<file path="src/rtl/uart_pkg.sv">
// Shared definitions for the UART receive path (and the future transmit path).
//   rx_state_t      : receiver FSM state encoding
//   OVERSAMPLE_DEF  : default sample ticks per bit
//   expected_parity : parity bit a transmitter would send for a data word
package uart_pkg;

  typedef enum logic [2:0] {
    IDLE,
    START,
    DATA,
    PARITY,
    STOP,
    WAIT_IDLE
  } rx_state_t;

  localparam int OVERSAMPLE_DEF = 16;

  // XOR of the low nbits of data; odd parity inverts the result.
  function automatic logic expected_parity(input logic [8:0] data,
                                           input int         nbits,
                                           input logic       odd);
    logic p;
    p = odd;
    for (int i = 0; i < 9; i++) begin
      if (i < nbits) p = p ^ data[i];
    end
    return p;
  endfunction

endpackage

</file>
<file path="src/rtl/uart_rx_fifo_if.sv">
// Read-side method handshake of the UART receiver.
//   EN_get  : consumer pops the FIFO head (honoured only while RDY_get=1)
//   get     : FIFO head word
//   RDY_get : FIFO not empty
//   count   : FIFO occupancy
// master = consumer (register block), slave = receiver.
interface uart_rx_fifo_if #(
  parameter int DATA_BITS  = 8,
  parameter int FIFO_DEPTH = 4
);
  localparam int CNT_W = $clog2(FIFO_DEPTH + 1);

  logic                 EN_get;
  logic [DATA_BITS-1:0] get;
  logic                 RDY_get;
  logic [CNT_W-1:0]     count;

  modport master (output EN_get, input get, input RDY_get, input count);
  modport slave  (input EN_get, output get, output RDY_get, output count);

endinterface

</file>
<file path="src/rtl/sync_fifo.sv">
// Single-clock FIFO shared by the UART receive and transmit paths.
//   push/push_data/full : write side; a push while full is ignored unless a
//                         pop happens in the same cycle
//   pop/head/empty      : read side; head is the registered oldest entry
//   count               : occupancy
// DEPTH must be a power of 2 so the pointers wrap naturally.
module sync_fifo #(
  parameter int WIDTH = 8,
  parameter int DEPTH = 4,
  localparam int CNT_W = $clog2(DEPTH + 1),
  localparam int PTR_W = $clog2(DEPTH)
) (
  input  logic             CLK,
  input  logic             RST_N,
  input  logic             push,
  input  logic [WIDTH-1:0] push_data,
  output logic             full,
  input  logic             pop,
  output logic [WIDTH-1:0] head,
  output logic             empty,
  output logic [CNT_W-1:0] count
);

  logic [WIDTH-1:0] mem [DEPTH];
  logic [PTR_W-1:0] wr_ptr;
  logic [PTR_W-1:0] rd_ptr;
  logic [CNT_W-1:0] cnt;
  logic             do_push;
  logic             do_pop;

  assign full    = (cnt == CNT_W'(DEPTH));
  assign empty   = (cnt == '0);
  assign do_pop  = pop && !empty;
  // A simultaneous pop frees the slot, so a push into a full FIFO still lands.
  assign do_push = push && (!full || do_pop);
  assign head    = mem[rd_ptr];
  assign count   = cnt;

  always_ff @(posedge CLK or negedge RST_N) begin
    if (!RST_N) begin
      wr_ptr <= '0;
      rd_ptr <= '0;
      cnt    <= '0;
      for (int i = 0; i < DEPTH; i++) mem[i] <= '0;
    end else begin
      if (do_push) begin
        mem[wr_ptr] <= push_data;
        wr_ptr      <= wr_ptr + PTR_W'(1);
      end
      if (do_pop) rd_ptr <= rd_ptr + PTR_W'(1);
      case ({do_push, do_pop})
        2'b10:   cnt <= cnt + CNT_W'(1);
        2'b01:   cnt <= cnt - CNT_W'(1);
        default: cnt <= cnt;
      endcase
    end
  end

endmodule

</file>
<file path="src/rtl/uart_rx_fifo.sv">
// UART receiver with oversampled start/data/parity/stop detection and a
// receive FIFO drained through a get/RDY_get method handshake.
//   CLK, RST_N    : clock, asynchronous active-low reset
//   rx_in         : raw serial line (idle high, asynchronous to CLK)
//   baud_div      : CLK cycles per sample tick minus 1 (change only in IDLE)
//   rx_if         : get/RDY_get/EN_get/count handshake (slave side)
//   frame_err     : sticky, stop bit sampled low
//   parity_err    : sticky, parity mismatch
//   overrun_err   : sticky, word dropped on a full FIFO
//   EN_clear_err  : clears the sticky flags (a same-cycle set wins)
module uart_rx_fifo
  import uart_pkg::*;
#(
  parameter int DATA_BITS  = 8,
  parameter int OVERSAMPLE = OVERSAMPLE_DEF,
  parameter int FIFO_DEPTH = 4,
  parameter int PARITY_EN  = 0,
  parameter int PARITY_ODD = 0
) (
  input  logic                  CLK,
  input  logic                  RST_N,
  input  logic                  rx_in,
  input  logic [15:0]           baud_div,
  uart_rx_fifo_if.slave         rx_if,
  output logic                  frame_err,
  output logic                  parity_err,
  output logic                  overrun_err,
  input  logic                  EN_clear_err
);

  localparam int SC_W  = $clog2(OVERSAMPLE);
  localparam int BC_W  = $clog2(DATA_BITS);
  localparam int CNT_W = $clog2(FIFO_DEPTH + 1);

  logic                 rx_m, rx_s;
  logic [15:0]          tick_cnt;
  logic                 tick;
  rx_state_t            state;
  logic [SC_W-1:0]      sc;
  logic [BC_W-1:0]      bit_cnt;
  logic [DATA_BITS-1:0] shreg;
  logic                 par_bad;
  logic                 mid_start, bit_end, stop_sample;
  logic                 push, pop, frame_set, parity_set, overrun_set;
  logic                 fifo_full, fifo_empty;
  logic [DATA_BITS-1:0] fifo_head;
  logic [CNT_W-1:0]     fifo_count;

  // ---- synchroniser: two flops, reset to the idle-high line level ----
  always_ff @(posedge CLK or negedge RST_N) begin
    if (!RST_N) begin
      rx_m <= 1'b1;
      rx_s <= 1'b1;
    end else begin
      rx_m <= rx_in;
      rx_s <= rx_m;
    end
  end

  // ---- sample tick generator ----
  // >= rather than == so a divider lowered while idle cannot strand the
  // counter above the new wrap point.
  assign tick = (tick_cnt >= baud_div);

  always_ff @(posedge CLK or negedge RST_N) begin
    if (!RST_N)    tick_cnt <= '0;
    else if (tick) tick_cnt <= '0;
    else           tick_cnt <= tick_cnt + 16'd1;
  end

  // ---- frame FSM: sc counts ticks within the current bit ----
  // Start is confirmed half a bit after the falling edge; every later sample
  // is a full bit further on, so all samples land at mid-bit.
  assign mid_start   = (sc == SC_W'(OVERSAMPLE / 2 - 1));
  assign bit_end     = (sc == SC_W'(OVERSAMPLE - 1));
  assign stop_sample = (state == STOP) && tick && bit_end;
  assign push        = stop_sample && rx_s && !par_bad;
  assign frame_set   = stop_sample && !rx_s;
  assign parity_set  = stop_sample && rx_s && par_bad;

  always_ff @(posedge CLK or negedge RST_N) begin
    if (!RST_N) begin
      state   <= IDLE;
      sc      <= '0;
      bit_cnt <= '0;
      shreg   <= '0;
      par_bad <= 1'b0;
    end else begin
      case (state)
        IDLE: if (tick && !rx_s) begin
          state   <= START;
          sc      <= '0;
          par_bad <= 1'b0;
        end
        START: if (tick) begin
          if (mid_start) begin
            sc      <= '0;
            bit_cnt <= '0;
            state   <= rx_s ? IDLE : DATA;   // high at mid-start is a glitch
          end else sc <= sc + SC_W'(1);
        end
        DATA: if (tick) begin
          if (bit_end) begin
            sc      <= '0;
            shreg   <= {rx_s, shreg[DATA_BITS-1:1]};   // LSB arrives first
            bit_cnt <= bit_cnt + BC_W'(1);
            if (bit_cnt == BC_W'(DATA_BITS - 1))
              state <= (PARITY_EN != 0) ? PARITY : STOP;
          end else sc <= sc + SC_W'(1);
        end
        PARITY: if (tick) begin
          if (bit_end) begin
            sc      <= '0;
            par_bad <= (rx_s != expected_parity(9'(shreg), DATA_BITS, PARITY_ODD != 0));
            state   <= STOP;
          end else sc <= sc + SC_W'(1);
        end
        STOP: if (tick) begin
          if (bit_end) begin
            sc    <= '0;
            state <= rx_s ? IDLE : WAIT_IDLE;
          end else sc <= sc + SC_W'(1);
        end
        WAIT_IDLE: if (rx_s) state <= IDLE;   // hold off through a break
        default: state <= IDLE;
      endcase
    end
  end

  // ---- receive FIFO ----
  assign pop         = rx_if.EN_get && !fifo_empty;
  assign overrun_set = push && fifo_full && !pop;

  sync_fifo #(
    .WIDTH (DATA_BITS),
    .DEPTH (FIFO_DEPTH)
  ) u_fifo (
    .CLK       (CLK),
    .RST_N     (RST_N),
    .push      (push),
    .push_data (shreg),
    .full      (fifo_full),
    .pop       (pop),
    .head      (fifo_head),
    .empty     (fifo_empty),
    .count     (fifo_count)
  );

  assign rx_if.get     = fifo_head;
  assign rx_if.RDY_get = !fifo_empty;
  assign rx_if.count   = fifo_count;

  // ---- sticky error flags ----
  always_ff @(posedge CLK or negedge RST_N) begin
    if (!RST_N) begin
      frame_err   <= 1'b0;
      parity_err  <= 1'b0;
      overrun_err <= 1'b0;
    end else begin
      frame_err   <= frame_set   || (frame_err   && !EN_clear_err);
      parity_err  <= parity_set  || (parity_err  && !EN_clear_err);
      overrun_err <= overrun_set || (overrun_err && !EN_clear_err);
    end
  end

endmodule
</file>
<file path="src/flat_wrapper.sv">
// flat-port wrapper written by rule: the top's interface ports become plain ports
module uart_rx_fifo_flat import uart_pkg::*;
#(
  parameter int DATA_BITS  = 8,
  parameter int OVERSAMPLE = OVERSAMPLE_DEF,
  parameter int FIFO_DEPTH = 4,
  parameter int PARITY_EN  = 0,
  parameter int PARITY_ODD = 0
)
  (CLK, RST_N, rx_in, baud_div, frame_err, parity_err, overrun_err, EN_clear_err, rx_if_EN_get, rx_if_get, rx_if_RDY_get, rx_if_count);
  uart_rx_fifo_if #(.DATA_BITS(DATA_BITS), .FIFO_DEPTH(FIFO_DEPTH)) rx_if_i ();
  input  logic CLK;
  input  logic RST_N;
  input  logic rx_in;
  input  logic [15:0] baud_div;
  output logic frame_err;
  output logic parity_err;
  output logic overrun_err;
  input  logic EN_clear_err;
  input wire logic [$bits(rx_if_i.EN_get)-1:0] rx_if_EN_get;
  output wire logic [$bits(rx_if_i.get)-1:0] rx_if_get;
  output wire logic [$bits(rx_if_i.RDY_get)-1:0] rx_if_RDY_get;
  output wire logic [$bits(rx_if_i.count)-1:0] rx_if_count;
  assign rx_if_i.EN_get = rx_if_EN_get;
  assign rx_if_get = rx_if_i.get;
  assign rx_if_RDY_get = rx_if_i.RDY_get;
  assign rx_if_count = rx_if_i.count;
  uart_rx_fifo #(.DATA_BITS(DATA_BITS), .OVERSAMPLE(OVERSAMPLE), .FIFO_DEPTH(FIFO_DEPTH), .PARITY_EN(PARITY_EN), .PARITY_ODD(PARITY_ODD)) u_core (.CLK(CLK), .RST_N(RST_N), .rx_in(rx_in), .baud_div(baud_div), .rx_if(rx_if_i), .frame_err(frame_err), .parity_err(parity_err), .overrun_err(overrun_err), .EN_clear_err(EN_clear_err));
endmodule
</file>
<file path="config.mk">
export PLATFORM = sky130hd
export DESIGN_NAME = uart_rx_fifo_flat
export DESIGN_NICKNAME = d
export VERILOG_FILES = /design/src/rtl/uart_pkg.sv /design/src/rtl/uart_rx_fifo_if.sv /design/src/rtl/sync_fifo.sv /design/src/rtl/uart_rx_fifo.sv /design/src/flat_wrapper.sv
export SDC_FILE = /design/constraint.sdc
export NUM_CORES = 1
export LEC_CHECK = 0
export ABC_AREA = 1
export BUFFER_PORTS_ARGS = -buffer_cell sky130_fd_sc_hd__buf_2
export CORE_ASPECT_RATIO = 1.25
export CORE_UTILIZATION = 35
export CTS_CLUSTER_SIZE = 40
export DETAILED_ROUTE_END_ITERATION = 8
export PLACE_DENSITY = 0.64
export SYNTH_ARGS = -nofsm -noshare
export SYNTH_HDL_FRONTEND = slang
export SYNTH_HIERARCHICAL = 1
export SYNTH_SLANG_ARGS = --single-unit
</file>
<file path="constraint.sdc">
create_clock -name CLK -period 2.7 [get_ports CLK]
set_input_delay 0.54 -clock CLK [delete_from_list [all_inputs] [get_ports CLK]]
set_output_delay 0.54 -clock CLK [all_outputs]
set_load 0.01 [all_outputs]
</file>
======== After elaboration in Yosys (flattened, before gate mapping) ========
Cells that the tools add are included.
storage, ports and cells
  flip-flop bits (word level) ............. 79
  bits of input ports ..................... 21
  output and inout port bits .............. 15
  word-level logic and storage cells ...... 161
cells by class
  add/subtract/negate cells ............... 7
  $lt $le $gt $ge ......................... 4
  equal/unequal tests ..................... 24
  multiplexer cells ....................... 61
  bitwise logic cells ..................... 9
  reductions and logical operators ........ 38
operators by type and width
  operator                                                number
  2-to-1 mux 3 bit                                        16
  bitwise mux 32 bit                                      1
  2-to-1 mux 1 bit                                        27
  2-to-1 mux 8 bit                                        3
  inequality test 2 x 1 -> 1 bit (second input constant)  12
  2-to-1 mux 4 bit                                        5
  one-hot mux 3 bit (6 select lines)                      1
  adder 16 x 1 -> 16 bit (second input constant)          1
  binary-select mux 8 bit (select 2 bit)                  1
  demux 8 bit (select 2 bit)                              1
  >= comparator 16 bit                                    1
  logical AND 1 bit                                       16
  2-to-1 mux 16 bit                                       1
  equality test 3 bit (second input constant)             4
  one-hot mux 3 bit (2 select lines)                      2
  one-hot mux 4 bit (3 select lines)                      1
  AND reduction 11 bit                                    1
  AND reduction 4 bit                                     2
  bitwise XOR 1 bit                                       7
  adder 3 x 1 -> 3 bit (second input constant)            2
  equality test 3 x 2 -> 1 bit (second input constant)    2
  >= comparator 3 bit (second input constant)             2
  logical NOT 1 bit                                       6
  logical NOT 3 bit                                       2
  other kinds (19)                                        26

======== Longest topological paths before layout ========
Gate-level depths: netlist of the first run.
  depth after elaboration ................. 36
  gate-level depth with buffers ........... 24
  mapped depth without buffers ............ 23

======== By module ========
Netlist of the first run, hierarchy kept.
modules (own cells, without submodules)
  module        instances  cells an instance  area each (µm²)  sequential area each (µm²)
  uart_rx_fifo  1          333                2698.8           1003.5
  sync_fifo     1          236                2011.9           975.9

======== Least setup slack after synthesis of the first run ========
Ideal clock, no wire load.
  path type ............................... input port to flip-flop
  start ................................... in baud_div[15]
  end ..................................... reg u_core.u_fifo.cnt[1] (netlist: u_core/u_fifo/count[1])
  library setup time ...................... 0.083 ns
  arrival ................................. 2.839 ns
  required time ........................... 2.617 ns
  slack ................................... -0.222 ns
  stages on the path ...................... 18
  buffers on the path ..................... 1
  cell sequence ........................... inv_1 > ha_1 > nand2_1 > inv_1 > nand3_2 > nor2_2 > nand3_2 > nand3_2 > nand2_2 > inv_4 > nand3_1 > nor2_1 > buf_2 > nand2_1 > ha_1 > inv_1 > fa_1 > o21ai_0
between the ends
  word-level cells in the longest chain between the ends .. 8
  elaborated cells on any way between the ends .. 10
  those cells by class .................... order compare: 1; eq/ne: 2; mux: 1; reduce/logical: 6
ends and longest elaborated chain
  what                                                                             RTL line            RTL
  from (decl)                                                                      flat_wrapper.sv:15  input logic [15:0] baud_div;
  >= comparator 16 bit (*)                                                         uart_rx_fifo.sv:63  assign tick = (tick_cnt >= baud_div);
  logical AND 1 bit (*) (2 in series)                                              uart_rx_fifo.sv:76  assign stop_sample = (state == STOP) && tick && bit_end;
  logical AND 1 bit (*) (2 in series)                                              uart_rx_fifo.sv:77  assign push = stop_sample && rx_s && !par_bad;
  net u_core.push                                                                  uart_rx_fifo.sv:44  logic push, pop, frame_set, parity_set, overrun_set;
  logical AND 1 bit (*)                                                            sync_fifo.sv:35     assign do_push = push && (!full || do_pop);
  equality test 2 x 1 -> 1 bit / equality test 2 bit (equally long branches)       sync_fifo.sv:51     case ({do_push, do_pop})
  one-hot mux 3 bit (2 select lines) / nonzero test 2 bit (equally long branches)  --
  to (signal assigned)                                                             sync_fifo.sv:52     2'b10: cnt <= cnt + CNT_W'(1);
  to (signal assigned)                                                             sync_fifo.sv:53     2'b01: cnt <= cnt - CNT_W'(1);
  to (signal assigned)                                                             sync_fifo.sv:54     default: cnt <= cnt;
  to (decl)                                                                        sync_fifo.sv:27     logic [CNT_W-1:0] cnt;
The timed path passes the listed nets; every way through them passes the cells marked *.
A chain may end at the register's enable or synchronous reset.

======== Worst setup path after layout of the first run ========
  start ................................... reg u_core.tick_cnt[7]
  end ..................................... reg u_core.u_fifo.cnt[2] (netlist: u_core/u_fifo/count[2])
between the ends
  word-level cells in the longest chain between the ends .. 8
  elaborated cells on any way between the ends .. 10
  those cells by class .................... order compare: 1; eq/ne: 2; mux: 1; reduce/logical: 6
ends and longest elaborated chain
  what                                                                             RTL line            RTL
  from (decl)                                                                      uart_rx_fifo.sv:36  logic [15:0] tick_cnt;
  from (signal assigned)                                                           uart_rx_fifo.sv:68  else tick_cnt <= tick_cnt + 16'd1;
  >= comparator 16 bit (*)                                                         uart_rx_fifo.sv:63
  logical AND 1 bit (*) (2 in series)                                              uart_rx_fifo.sv:76
  logical AND 1 bit (*) (2 in series)                                              uart_rx_fifo.sv:77
  net u_core.push                                                                  uart_rx_fifo.sv:44
  logical AND 1 bit (*)                                                            sync_fifo.sv:35
  equality test 2 x 1 -> 1 bit / equality test 2 bit (equally long branches)       sync_fifo.sv:51
  one-hot mux 3 bit (2 select lines) / nonzero test 2 bit (equally long branches)  --
Marks and branches as above.

==> results of run 1 <==
[critical path: stages (launching register included)]
cell and delay, ns:
dfrtp_1 0.40, ha_1 0.30, nand2_1 0.08, nor2_2 0.17
nand2_1 0.07, nand2_1 0.10, nand2_2 0.07, nand3_2 0.09
nand2_2 0.08, inv_4 0.07, nand3_4 0.07, nor2_4 0.12
nand2_4 0.06, ha_4 0.16, inv_2 0.06, fa_2 0.19
inv_1 0.04, nand2_1 0.05, nand3b_1 0.10, xor2_1 0.15
[power by group]
| part | internal [mW] | switching (mW) |
|---|---|---|
| clock | 0.813 | 0.503 |
| combinational | 0.652 | 1.02 |
| sequential | 1.33 | 0.179 |
[how the worst max path moves through the flow]
stage / endpoint / cells past startpoint
after floorplan: u_core/u_fifo/count[2] / 20
after global placement: u_core/u_fifo/count[2] / 21
after detailed placement: u_core/u_fifo/count[2] / 20
after CTS: u_core/u_fifo/count[2] / 18
after global routing: u_core/u_fifo/count[2] / 21
final: u_core/u_fifo/count[2] / 19
[cells by family (layout without fill, tap and decap cells)]
| family | count (synthesis) | after routing | synth area share |
|---|---|---|---|
| buf+inv | 88 | 146 | 0.08553 |
| xor+xnor | 19 | 19 | 0.03533 |
| compound gates | 60 | 60 | 0.08154 |
| simple gates | 297 | 297 | 0.3068 |
| fa+ha+maj | 26 | 26 | 0.07065 |
| flops | 79 | 79 | 0.4202 |
[metal layers]
| metal | share of wire | wire, um |
|---|---|---|
| met2 | 0.52 | 5285 |
| met3 | 0.027 | 275 |
| met5 | 0 | 0 |
| met1 | 0.44 | 4437 |
| met4 | 0.019 | 190 |
[repair_timing]
item / in CTS / in global routing
resized for setup: 0 / 3
buffers inserted: 0 / 4
setup endpoints to repair: 0 / 1
[state kept, by name, indices dropped and copies added (netlist names)]
register / cells
u_core/state: 3
u_core/bit_cnt: 3
u_core/rx_m: 1
u_core/sc: 4
u_core/overrun_err: 1
u_core/u_fifo/wr_ptr: 2
u_core/parity_err: 1
u_core/shreg: 8
u_core/tick_cnt: 16
u_core/rx_s: 1
u_core/u_fifo/mem: 32
u_core/u_fifo/count: 3
u_core/u_fifo/rd_ptr: 2
u_core/frame_err: 1
u_core/par_bad: 1
[cells in the final DEF, fill, tap and decap left out, types with 3 or more instances in the layout]
cell / count
a21oi_1: 9
a21oi_2: 3
buf_2: 34
buf_4: 27
clkbuf_16: 9
dfrtp_1: 76
ha_1: 20
ha_4: 5
inv_1: 56
inv_2: 10
nand2_1: 142
nand2_2: 9
nand2_4: 3
nand3_1: 16
nand3_2: 10
nand4_1: 36
nor2_1: 45
nor2_2: 10
nor2_4: 4
nor3_1: 9
nor3b_1: 4
o21ai_0: 25
o21ai_1: 3
o21ai_2: 4
o22ai_1: 8
xnor2_1: 11
xor2_1: 8
[metrics by stage]
step / total power [mW] / std cells / area [um2] / hold slack (ns)
floorplan: 2.763 / 569 / 4810 / 0.2444
global placement: 3.102 / 778 / 5235 / 0.3480
detailed placement: 3.163 / 778 / 5235 / 0.3472
CTS: 4.494 / 794 / 5555 / 0.2449
global route: 4.796 / 798 / 5603 / 0.2767
finish: 4.494 / 798 / 5603 / 0.2246
[final cells by class]
cell class	count	area, um2	area share
inverter	68	265.3	0.04734
tap	171	214.0	0.03819
clock buffer	9	225.2	0.04020
sequential	79	1981	0.3535
multi-input combinational	402	2430	0.4337
clock inverter	7	95.09	0.01697
timing repair buffer	62	392.9	0.07012
==> impl_metrics.env, run 1 <==
export IMPL_crit_type="reg -> reg"
export IMPL_cp_arrival_ns=2.77
export IMPL_gr_usage_met2=0.2778
export IMPL_wl_per_cell_um=12.77
export IMPL_layout_setup_ws_ns=0.1573
export IMPL_startpoint_type="register"
export IMPL_clkSlewWorstSetupHoldPaths_ns=0.06
export IMPL_startpoint="u_core/tick_cnt[7]"
export IMPL_maxSlewViolCount=0
export IMPL_pin_count=36
export IMPL_met1_usage=0.1845
export IMPL_r2r_end="u_core/u_fifo/count[2]"
export IMPL_clk_latency_ns=0.34
export IMPL_async_reset_ff_frac=1.000
export IMPL_place_gp_congestion=0.8105
export IMPL_cp_max_fo=2
export IMPL_placementRows=47
export IMPL_powerDensity_nw_per_um2=802.1
export IMPL_fillers=1319
export IMPL_cts_made_buffers=9
export IMPL_ys_flop_type="dfrtp_1"
export IMPL_postRouteAntennaNets=0
export IMPL_top_usage_layer="met2"
export IMPL_grt_overflow_total=0
export IMPL_final_min_clock_period_ns=2.543
export IMPL_drv_cap=0
export IMPL_synth_largest_area_cell="dfrtp_1"
export IMPL_cts_hold_buf=0
export IMPL_die_w_um=105.8
export IMPL_grt_pass1_wl_um=17600
export IMPL_synthesis_nets=616
export IMPL_synth_top_area_share=0.4090
export IMPL_cts_root_buf="clkbuf_16"
export IMPL_dpl_hpwl_um=7471
export IMPL_ys_warn_count=6
export IMPL_die_area_um2=13930
export IMPL_htreeDepth=3
export IMPL_syn_area_um2=4711
export IMPL_area_growth_pct=18.94
export IMPL_grt_pass1_vias=3893
export IMPL_setup_viol=0
export IMPL_grtUsageTotal=0.1554
export IMPL_ir_drop_mv=0.4205
export IMPL_ff2ff_setup_slack_ns=0.16
export IMPL_min_period_over_period=0.9417
export IMPL_worstMarginPinSlew_ns=0.5010
export IMPL_antenna_found_initial=0
export IMPL_initial_core_util=0.3576
export IMPL_synthTopCellsByCount="nand2_1, dfrtp_1, inv_1, nor2_1, nand4_1"
export IMPL_yosysSeqAreaShare=0.4202
export IMPL_yosysMostFrequentCell="nand2_1"
export IMPL_skew_ns=0.005973
export IMPL_reg2regPathDepth=19
export IMPL_nets=669
export IMPL_viasPerCell=4.873
export IMPL_fin_util=0.4253
export IMPL_drcViolationCount=0
export IMPL_cp_end_kind="register"
export IMPL_cts_sinks=79
export IMPL_die_h_um=131.7
export IMPL_ys_ff_latch=79
export IMPL_antenna_cells=0
export IMPL_syn_inst=569
export IMPL_ys_top_cells_by_area="dfrtp_1, nand2_1, ha_1"
export IMPL_clock_path_buffers=2
export IMPL_first_pass_iters=4
export IMPL_grtUsageMet3=0.02183
export IMPL_timing_setup_tns_ns=0
export IMPL_vias=3889
export IMPL_pre_cts_ws_ns=-0.1520
export IMPL_p_leak_nw=2.848
export IMPL_rsz0062_at_grt="no"
export IMPL_status="completed"
export IMPL_drive_gt1_frac=0.2408
export IMPL_required_ns=2.92
export IMPL_rr_startpoint="u_core/tick_cnt[7]"
export IMPL_max_freq_mhz=393.3
export IMPL_finalHoldViolations=0
export IMPL_synth_avg_cell_area_um2=8.279
export IMPL_synth_edff_count=0
export IMPL_max_slew_margin_rel=0.6656
export IMPL_dr_first_iter_drc_count=156
export IMPL_wirelength_um=10190
export IMPL_synth_distinct_cells=42
export IMPL_core_area_um2=13170
export IMPL_grt_max_degree=80
export IMPL_numPortBuffers=35
export IMPL_cts_tree="done"
export IMPL_worstHoldPathType="in -> async"
Note: power is estimated with default switching activity, not from simulation.
==> run 2: changes to the inputs <==
clock period = 2.23 ns   (was 2.7 ns; I/O delays follow)
==> run 2 against run 1 <==
  * The run now ends with setup timing left
  * Setup slack got worse by 0.45 ns
  * Register-to-register slack got worse by 0.45 ns
  * Clock-buffer cell count increased by 3
  * Critical path depth decreased by 1
  * Sequential share of layout area decreased by 3.2 points
  * Cell count increased by 3.9%
  * Clock skew increased by 0.0026 ns
  * Highest routed layer unchanged
==> impl_metrics.env, run 2 (same netlist as run 1, synthesis figures left out) <==
export IMPL_cp_slowest_cell="dfrtp_1"
export IMPL_grt_overflow_total=0
export IMPL_swShare=0.3717
export IMPL_rsz0062_at_grt="yes"
export IMPL_nets=700
export IMPL_cp_end_kind="register"
export IMPL_setup_viol=34
export IMPL_layout_cells_non_filler=829
export IMPL_die_w_um=105.8
export IMPL_power_mw=5.741
export IMPL_r2r_end="u_core/u_fifo/count[2]"
export IMPL_startpoint_type="register"
export IMPL_viasPerCell=4.884
export IMPL_crit_type="reg -> reg"
export IMPL_reg2regPathDepth=18
export IMPL_dr_first_iter_drc_count=244
export IMPL_clk_latency_ns=0.33
export IMPL_clkSlewWorstSetupHoldPaths_ns=0.06
export IMPL_p_seq_frac=0.314
export IMPL_switchingPower_mw=2.134
export IMPL_first_pass_iters=6
export IMPL_cpMostUsedCell="nand2_1"
export IMPL_cts_hold_buf=0
export IMPL_powerDensity_nw_per_um2=932.0
export IMPL_grtUsageTotal=0.1595
export IMPL_cts_made_buffers=9
export IMPL_wirelength_um=10930
export IMPL_grt_pass1_wl_um=18000
export IMPL_drv_cap=0
export IMPL_final_min_clock_period_ns=2.528
export IMPL_skew_ns=0.008586
export IMPL_largest_reg_flops=32
export IMPL_grt_pass1_vias=3939
export IMPL_layout_setup_ws_ns=-0.2976
export IMPL_placementRows=47
export IMPL_cts_tree="done"
export IMPL_required_ns=2.45
export IMPL_crit_path_end="u_core/u_fifo/count[2]"
export IMPL_reg_top3="u_core/u_fifo/mem x32, u_core/tick_cnt x16, u_core/shreg x8"
export IMPL_antenna_found_initial=0
export IMPL_postRouteAntennaNets=0
export IMPL_wl_per_cell_um=13.18
export IMPL_dpl_hpwl_um=7768
export IMPL_cp_max_fo=2
export IMPL_layout_common_cells="nand2_1, dfrtp_1, inv_1"
export IMPL_vias=4049
export IMPL_drive_gt1_frac=0.3495
export IMPL_rr_startpoint="u_core/tick_cnt[9]"
export IMPL_die_area_um2=13930
export IMPL_max_slew_margin_rel=0.6661
export IMPL_power_internal_mw=3.607
export IMPL_numPortBuffers=35
export IMPL_slowest_delay_ns=0.40
export IMPL_regMostFlops="u_core/u_fifo/mem"
export IMPL_drcViolationCount=0
export IMPL_max_freq_mhz=395.6
export IMPL_maxSlewViolCount=0
export IMPL_timing_setup_tns_ns=-5.067
export IMPL_violations="setup timing"
export IMPL_cts_sinks=79
export IMPL_antenna_cells=0
export IMPL_p_leak_nw=3.036
export IMPL_pin_count=36
export IMPL_min_period_over_period=1.133
export IMPL_area_growth_pct=30.76
export IMPL_worstHoldPathType="in -> async"
export IMPL_place_gp_congestion=0.8774
export IMPL_worstMarginPinSlew_ns=0.5003
export IMPL_startpoint="u_core/tick_cnt[9]"
export IMPL_grt_max_degree=47
export IMPL_clockPowerShare=0.282
export IMPL_cp_arrival_ns=2.74
export IMPL_finalHoldViolations=0
export IMPL_whs_ns=0.06107
export IMPL_status="complete, but fails checks"
export IMPL_die_h_um=131.7
export IMPL_htreeDepth=3
export IMPL_cts_root_buf="clkbuf_16"
export IMPL_clock_path_buffers=2
export IMPL_final_common_cell="nand2_1"
export IMPL_ff2ff_setup_slack_ns=-0.30
export IMPL_ir_drop_mv=0.4169
export IMPL_crit_chain="ha_1 -> nand2_1 -> nand2_1 -> nand2_1 -> a21oi_2 -> nor2_2 -> nand3_2 -> nand2_2 -> inv_4 -> nand3_4 -> nor2_4 -> nand2_4 -> ha_4 -> inv_2 -> fa_2 -> nand2_1 -> nand3b_1 -> xor2_1"
export IMPL_core_area_um2=13170
export IMPL_combPwrFrac=0.403
export IMPL_post_place_cells=789
export IMPL_initial_core_util=0.3576
## run 2: cell types whose count changed in the layout (fill, tap and decap cells not counted), moves of 5 or more
cell	delta
nand2_1	-34
nand2_2	+33
buf_4	+18
buf_6	+8
inv_1	-5
inv_2	+5
nand3_4	+5
## run 2: layout make-up
cell class | instances | area [um2]
fill | 1271 | 7013
multi-input combinational | 402 | 2645
sequential | 79 | 1979
timing repair buffer | 93 | 723.2
inverter | 68 | 265.3
clock buffer | 12 | 256.5
tap | 171 | 214.0
clock inverter | 4 | 76.32
## run 2: worst max-delay path: cells and delay by family, from the launching register on
kind | cells | cell delay (ns)
xor gates and xnor gates | 1 | 0.16
adders and majority gates | 3 | 0.79
buffers and inverters | 2 | 0.09
AOI/OAI and AO/OA | 1 | 0.06
DFF | 1 | 0.40
and+or+nand+nor | 11 | 0.92
## run 2: worst min-delay path by stage
stage                start                     to  depth (start not counted)
2_1_floorplan        RST_N      u_core/bit_cnt[0]                          0
3_3_place_gp   u_core/rx_m            u_core/rx_s                          0
3_5_place_dp   u_core/rx_m            u_core/rx_s                          0
4_1_cts              RST_N     u_core/tick_cnt[2]                          1
5_1_grt              RST_N  u_core/u_fifo/mem[21]                          1
6_report             RST_N  u_core/u_fifo/mem[21]                          1
## run 2: power groups by stage
stage                     clock network, mW  logic [mW]  registers (mW)
after floorplan                           0        1.55            1.80
after global placement                    0        2.05            1.82
after detailed placement                  0        2.13            1.82
after CTS                              1.66        2.20            1.80
after global routing                   1.72        2.58            1.83
final                                  1.62        2.32            1.80
## run 2: per-layer routing
| metal | wire length, um | global-route usage |
|---|---|---|
| met5 | 0 | 0 |
| met2 | 5962 | 0.2898 |
| met4 | 178 | 0.05401 |
| met3 | 348 | 0.03274 |
| met1 | 4435 | 0.1841 |
## run 2: repair_timing
action,4_1_cts,5_1_grt
setup endpoints to repair,35,43
buffers inserted,5,16
endpoints found under the hold margin,0,0
pin swaps,15,18
resized for setup,11,62
cloned,0,3
## run 2: metrics by stage
stage | worst slack [ns] | cell area [um2] | utilization
2_1_floorplan | -0.3753 | 4822 | -
3_3_place_gp | -0.4619 | 5330 | 0.4046
3_5_place_dp | -0.5195 | 5330 | 0.4046
4_1_cts | -0.2511 | 5757 | 0.4370
5_1_grt | -0.4028 | 6160 | 0.4676
6_report | -0.2976 | 6160 | 0.4676
